$ cat config.mk
export PLATFORM = sky130hd
export DESIGN_NAME = spi_resp
export DESIGN_NICKNAME = d
export VERILOG_FILES = /design/src/rtl/spi_pkg.sv /design/src/rtl/spi_sync_edge.sv /design/src/rtl/spi_resp.sv
export SDC_FILE = /design/constraint.sdc
export NUM_CORES = 1
export LEC_CHECK = 0
export BUFFER_PORTS_ARGS = -buffer_cell sky130_fd_sc_hd__buf_2
export CORE_MARGIN = 3
export CORE_UTILIZATION = 47
export CTS_CLUSTER_DIAMETER = 50
export CTS_CLUSTER_SIZE = 8
export DETAILED_ROUTE_END_ITERATION = 10
export GPL_TIMING_DRIVEN = 0
export PLACE_DENSITY = 0.66
export SYNTH_ARGS = -nofsm -noshare
export SYNTH_HDL_FRONTEND = slang
export SYNTH_SLANG_ARGS = --single-unit
$ cat constraint.sdc
create_clock -name clk -period 4.37 [get_ports clk]
set_input_delay 0.2185 -clock clk [delete_from_list [all_inputs] [get_ports clk]]
set_output_delay 0.2185 -clock clk [all_outputs]
set_load 0.1 [all_outputs]
$ cat src/rtl/spi_pkg.sv
// ============================================================================
// Module : spi_pkg
// Brief  : Shared types and sizing helpers for the SPI responder.
// Rev    : 1.0  initial release
// ============================================================================
`default_nettype none

package spi_pkg;

    typedef enum logic [1:0] {
        IDLE  = 2'd0,
        ARMED = 2'd1,
        SHIFT = 2'd2
    } spi_resp_state_t;

    localparam int DATA_W_DFLT = 16;
    localparam int BIT_CNT_W   = $clog2(DATA_W_DFLT + 2);

    // Counter must hold DATA_W+1 so an over-long frame stays distinguishable.
    function automatic int bit_cnt_w(input int data_w);
        return $clog2(data_w + 2);
    endfunction

endpackage

`default_nettype wire

$ cat src/rtl/spi_sync_edge.sv
// ============================================================================
// Module : spi_sync_edge
// Brief  : SYNC_N-flop synchronizer plus history flop giving 1-clk edge strobes.
// Rev    : 1.0  initial release
// ============================================================================
`default_nettype none

module spi_sync_edge #(
    parameter int   SYNC_N  = 2,
    parameter logic RST_VAL = 1'b0
) (
    input  logic clk,
    input  logic rst_n,
    input  logic d,
    output logic sync,
    output logic rise,
    output logic fall
);

    logic [SYNC_N-1:0] r_chain;
    logic              r_hist;

    always_ff @(posedge clk or negedge rst_n) begin
        if (!rst_n) begin
            r_chain <= {SYNC_N{RST_VAL}};
            r_hist  <= RST_VAL;
        end else begin
            r_chain <= {r_chain[SYNC_N-2:0], d};
            r_hist  <= r_chain[SYNC_N-1];
        end
    end

    assign sync = r_chain[SYNC_N-1];
    assign rise = r_chain[SYNC_N-1] & ~r_hist;
    assign fall = ~r_chain[SYNC_N-1] & r_hist;

endmodule

`default_nettype wire

$ cat src/rtl/spi_resp.sv
// ============================================================================
// Module : spi_resp
// Brief  : Oversampled 16-bit SPI responder; captures MOSI word, shifts out a
//          preloaded response on MISO.
// Rev    : 1.0  initial release
// ============================================================================
`default_nettype none

module spi_resp
    import spi_pkg::*;
#(
    parameter int DATA_W = 16,
    parameter int SYNC_N = 2
) (
    input  logic              clk,
    input  logic              rst_n,
    input  logic              SS_n,
    input  logic              SCLK,
    input  logic              MOSI,
    output logic              MISO,
    input  logic [DATA_W-1:0] tx_data,
    input  logic              wrt,
    output logic [DATA_W-1:0] rx_data,
    output logic              rdy,
    input  logic              clr_rdy,
    output logic              frm_err
);

    localparam int CNT_W = bit_cnt_w(DATA_W);
    localparam logic [CNT_W-1:0] c_cnt_full = CNT_W'(DATA_W);
    localparam logic [CNT_W-1:0] c_cnt_max  = CNT_W'(DATA_W + 1);

    spi_resp_state_t   r_state;
    spi_resp_state_t   w_nxt_state;
    logic [CNT_W-1:0]  r_bit_cnt;
    logic [DATA_W-1:0] r_shift_rx;
    logic [DATA_W-1:0] r_shift_tx;
    logic [DATA_W-1:0] r_resp_buf;
    logic [DATA_W-1:0] r_rx_data;
    logic              r_rdy;
    logic              r_frm_err;
    logic              r_miso;

    logic w_ss_sync, w_ss_rise, w_ss_fall;
    logic w_sclk_sync_unused, w_sclk_rise, w_sclk_fall;
    logic w_mosi_sync, w_mosi_rise_unused, w_mosi_fall_unused;
    logic w_frame_start, w_frame_good, w_frame_bad;

    // SS_n resets low so a frame already in progress at reset is never joined.
    spi_sync_edge #(.SYNC_N(SYNC_N), .RST_VAL(1'b0)) u_sync_ss (
        .clk(clk), .rst_n(rst_n), .d(SS_n),
        .sync(w_ss_sync), .rise(w_ss_rise), .fall(w_ss_fall)
    );

    spi_sync_edge #(.SYNC_N(SYNC_N), .RST_VAL(1'b1)) u_sync_sclk (
        .clk(clk), .rst_n(rst_n), .d(SCLK),
        .sync(w_sclk_sync_unused), .rise(w_sclk_rise), .fall(w_sclk_fall)
    );

    spi_sync_edge #(.SYNC_N(SYNC_N), .RST_VAL(1'b0)) u_sync_mosi (
        .clk(clk), .rst_n(rst_n), .d(MOSI),
        .sync(w_mosi_sync), .rise(w_mosi_rise_unused), .fall(w_mosi_fall_unused)
    );

    assign w_frame_start = (r_state == ARMED) && w_ss_fall;
    assign w_frame_good  = (r_state == SHIFT) && w_ss_rise && (r_bit_cnt == c_cnt_full);
    assign w_frame_bad   = (r_state == SHIFT) && w_ss_rise && (r_bit_cnt != c_cnt_full);

    always_ff @(posedge clk or negedge rst_n) begin
        if (!rst_n) begin
            r_state <= IDLE;
        end else begin
            r_state <= w_nxt_state;
        end
    end

    always_comb begin
        w_nxt_state = r_state;
        case (r_state)
            IDLE:    if (w_ss_sync) w_nxt_state = ARMED;
            ARMED:   if (w_ss_fall) w_nxt_state = SHIFT;
            SHIFT:   if (w_ss_rise) w_nxt_state = ARMED;
            default: w_nxt_state = IDLE;
        endcase
    end

    always_ff @(posedge clk or negedge rst_n) begin
        if (!rst_n) begin
            r_bit_cnt  <= '0;
            r_shift_rx <= '0;
            r_shift_tx <= '0;
            r_resp_buf <= '0;
            r_rx_data  <= '0;
            r_rdy      <= 1'b0;
            r_frm_err  <= 1'b0;
            r_miso     <= 1'b0;
        end else begin
            r_frm_err <= w_frame_bad;
            if (wrt) begin
                r_resp_buf <= tx_data;
            end
            if (w_frame_start) begin
                r_shift_tx <= wrt ? tx_data : r_resp_buf;
                r_bit_cnt  <= '0;
            end
            if (r_state == SHIFT) begin
                if (w_sclk_rise) begin
                    r_shift_rx <= {r_shift_rx[DATA_W-2:0], w_mosi_sync};
                    if (r_bit_cnt != c_cnt_max) begin
                        r_bit_cnt <= r_bit_cnt + CNT_W'(1);
                    end
                end
                // The master's first SCLK fall precedes any sampled bit.
                if (w_sclk_fall && (r_bit_cnt != '0)) begin
                    r_shift_tx <= {r_shift_tx[DATA_W-2:0], 1'b0};
                end
            end
            if (w_frame_good) begin
                r_rx_data <= r_shift_rx;
            end
            if (w_frame_good) begin
                r_rdy <= 1'b1;
            end else if (w_frame_start || clr_rdy) begin
                r_rdy <= 1'b0;
            end
            r_miso <= ((r_state == SHIFT) && (w_nxt_state == SHIFT)) ?
                      r_shift_tx[DATA_W-1] : 1'b0;
        end
    end

    assign MISO    = r_miso;
    assign rx_data = r_rx_data;
    assign rdy     = r_rdy;
    assign frm_err = r_frm_err;

endmodule

`default_nettype wire
==> impl_metrics.csv <==
group,metric,value,unit
global_route,grt_pass1_wl,9040,um
worst_setup_path,r2r_cells,6,
clock_tree,cts_root_buf,"clkbuf_8",
worst_setup_path,cp_data_arrival_time,2.17,ns
worst_setup_path,reg2reg_to,"r_shift_tx[8]$_DFF_PN0_",
clock_tree,clk_pin_slew,0.08,ns
synth,ys_ff_latch,82,
worst_setup_path,r2r_slack,2.43,ns
clock_tree,insertion_delay,0.35,ns
timing,tightestPinTransition,0.492,ns
placement,place_inst,347,
drt,drc,0,
layout,instances_no_fill,367,
drt,totalWireLength,5090,um
timing,setup_viol,0,
drt,drtIter0Drc,66,
synth,synth_area_leaders,"dfrtp_1, mux2_2, mux2_4, dfstp_2, buf_6",
global_route,grt_pass1_vias,1865,
synth,synth_area_leader_cell,"dfrtp_1",
global_route,grt_start_max_net_pins,50,
timing,clock.fmax,516,MHz
pwr,power_leakage,2.04,nW
hold_path,min_path_type,"primary input to flop",
global_route,grt_overflow_total,0,
layout,drive_gt1_share,56.8,%
worst_setup_path,cp_num_buf_inv,2,
drt,postRouteAntennaNets,0,
drt,via_count,1785,
layout,nFillCells,568,
worst_setup_path,cp-end-kind,"flop",
pwr,power.total,1.77,mW
hold_path,hold_depth,2,
timing,min_period,1.94,ns
die,die_area,0.00836,mm2
clock_tree,clock_path_buffers,2,
drt,wire_per_inst,13.9,um
timing,fin_crit_sh,44.4,%
synth,seq_area_frac_synth,59.9,%
timing,maxSlewHeadroom,67.4,%
die,rows,30,
hold_path,min_to,"r_resp_buf[12]$_DFF_PN0_",
worst_setup_path,path_class,"flop to flop",
drt,dr.pass1.iters,4,
die,start_util,49.4,%
layout,layout.nets,292,
worst_setup_path,max_stage_delay,0.48,ns
timing,rsz0062_at_grt,"false",
synth,synth_top_area_share,57.6,%
synth,synth_cells,210,
placement,place.detailed.hpwl,3400,um
global_route,track_usage,13.9,%
worst_setup_path,worst_setup_path_start_kind,"flop",
layout,fin_area,0.00405,mm2
clock_tree,cts_tree,"yes",
synth,ys_types,32,
clock_tree,htreeDepth,3,
pwr,irDropWorstVdd,192,uV
layout,synthToLayoutAreaGrowth,17.9,%
die,core_area,0.00694,mm2
clock_tree,clock_sinks,82,
synth,yosysWarnings,0,
global_route,antenna_found_initial,0,
worst_setup_path,path_max_fanout,10,
worst_setup_path,worst_path_max_delay_cell,"or4b_4",
placement,gp_congestion,0.731,
die,die_h,91.5,um
placement,placed_cell_area,0.00378,mm2
drt,vias_per_cell,4.86,
timing,finalMaxSlewViolations,0,
worst_setup_path,r2r_start,"r_bit_cnt[0]$_DFF_PN0_",
placement,io_buffers,40,
timing,fin_skew,0.00863,ns
worst_setup_path,required,4.60,ns
clock_tree,cts_made_buffers,9,
hold_path,min_from,"tx_data[12]",
pwr,powerDensity,437,mW/mm2
timing,tns,0,ns
job,cap_violations,0,
synth,synth_area_per_cell,16.3,um2
outcome,status,"finished clean",
die,io_pins,42,
timing,hold_viol_final,0,
layout,diodes,0,
worst_setup_path,cp_top_family,"simple AND/OR/NAND/NOR gates",
synth,synth_area,0.00343,mm2
die,die_x,91.5,um
synth,syn-num-nets,236,
worst_setup_path,path_cells,"inv_1, ha_1, or4b_4, nand4b_4, buf_12, mux2_4",
logic make-up after synthesis:
group | after synthesis | synth area share (%)
mux | 83 | 29.2
flops | 82 | 59.9
fa+ha+maj | 3 | 1.09
buf+inv | 14 | 3.03
compound gates | 8 | 1.64
simple gates | 19 | 4.92
xor+xnor | 1 | 0.255
power by group:
part / total [mW] / switching (mW) / internal, mW
registers: 0.904 / 0.0489 / 0.855
clock network: 0.603 / 0.277 / 0.326
logic: 0.259 / 0.0880 / 0.171
total: 1.77 / 0.414 / 1.35
cells in the final DEF, fill, tap and decap left out, types with 2 or more instances in the layout:
master	Yosys	routed
clkbuf_8	0	9
buf_2	4	43
dfrtp_1	79	79
mux2_4	18	18
nor2_1	2	2
dfstp_2	3	3
clkinvlp_4	0	2
and4bb_2	2	2
inv_1	5	5
nand3_1	2	2
nor3b_1	2	2
a21o_1	2	2
dlygate4sd3_1	0	4
buf_6	4	4
o21ai_0	2	2
bufinv_16	0	2
inv_6	0	2
ha_1	3	3
and3_1	2	2
mux2_2	62	62
mux2_1	2	2
cell type report:
cell class / count / area [um2] / area share [%]
Multi-Input combinational cell: 114 / 1270 / 31.4
Timing Repair Buffer: 45 / 270 / 6.68
Clock buffer: 9 / 124 / 3.06
Clock inverter: 7 / 101 / 2.50
Tap cell: 96 / 120 / 2.97
Buffer: 9 / 85.1 / 2.10
Sequential cell: 82 / 2060 / 50.8
Inverter: 5 / 18.8 / 0.464
metal layers:
metal / vias to the layer above / global-route usage (%) / part of all wire (%)
li1: 859 / - / -
met1: 884 / 19.0 / 49
met2: 32 / 20.3 / 46
met3: 10 / 3.07 / 3.3
met4: 0 / 7.91 / 2.2
met5: - / 0 / 0
synthesized netlist by cell type:
master / number
a21o_1: 2
a21oi_1: 1
a22o_1: 1
and2_1: 1
and2b_1: 1
and3_1: 2
and4bb_2: 2
buf_12: 1
buf_2: 4
buf_6: 4
dfrtp_1: 79
dfstp_2: 3
ha_1: 3
inv_1: 5
mux2_1: 2
mux2_2: 62
mux2_4: 18
mux2i_1: 1
nand2_1: 1
nand2b_1: 1
nand3_1: 2
nand4_4: 1
nand4b_4: 1
nor2_1: 2
nor2b_1: 1
nor3b_1: 2
nor4bb_1: 1
o21ai_0: 2
o22ai_1: 1
o41a_1: 1
or4b_4: 1
xnor2_1: 1
state kept, by name, summed over array words and instances (netlist names), 2 cells and up:
register / cells
r_resp_buf: 16
r_shift_tx: 16
u_sync_mosi.r_chain: 2
r_bit_cnt: 5
u_sync_ss.r_chain: 2
u_sync_sclk.r_chain: 2
r_state: 2
rx_data: 16
r_shift_rx: 16
repair_timing:
item / 4_1_cts / 5_1_grt
endpoints found under the hold margin: 33 / 0
hold buffers: 4 / 0
setup endpoints to repair: 0 / 0
setup buffers: 0 / 0
resized for setup: 0 / 0
metrics by stage:
stage	utilization, %	hold slack (ns)	setup slack, ns
floorplan	-	-0.0771	2.57
global placement	54.0	0.328	2.42
detailed placement	54.5	0.202	2.43
CTS	58.3	0.0930	2.41
global route	58.3	0.0956	2.33
finish	58.3	0.116	2.43
worst max path at each step:
stage	from	endpoint	cells after the start
2_1_floorplan	r_bit_cnt[0]$_DFF_PN0_	r_shift_tx[11]$_DFF_PN0_	6
3_3_place_gp	rst_n	rx_data[2]$_DFFE_PN0P_	1
3_5_place_dp	r_bit_cnt[0]$_DFF_PN0_	r_shift_tx[2]$_DFF_PN0_	6
4_1_cts	r_bit_cnt[0]$_DFF_PN0_	r_shift_tx[8]$_DFF_PN0_	6
5_1_grt	r_bit_cnt[0]$_DFF_PN0_	r_shift_tx[3]$_DFF_PN0_	6
6_report	r_bit_cnt[0]$_DFF_PN0_	r_shift_tx[8]$_DFF_PN0_	6
Note: power is estimated with default switching activity, not from simulation.
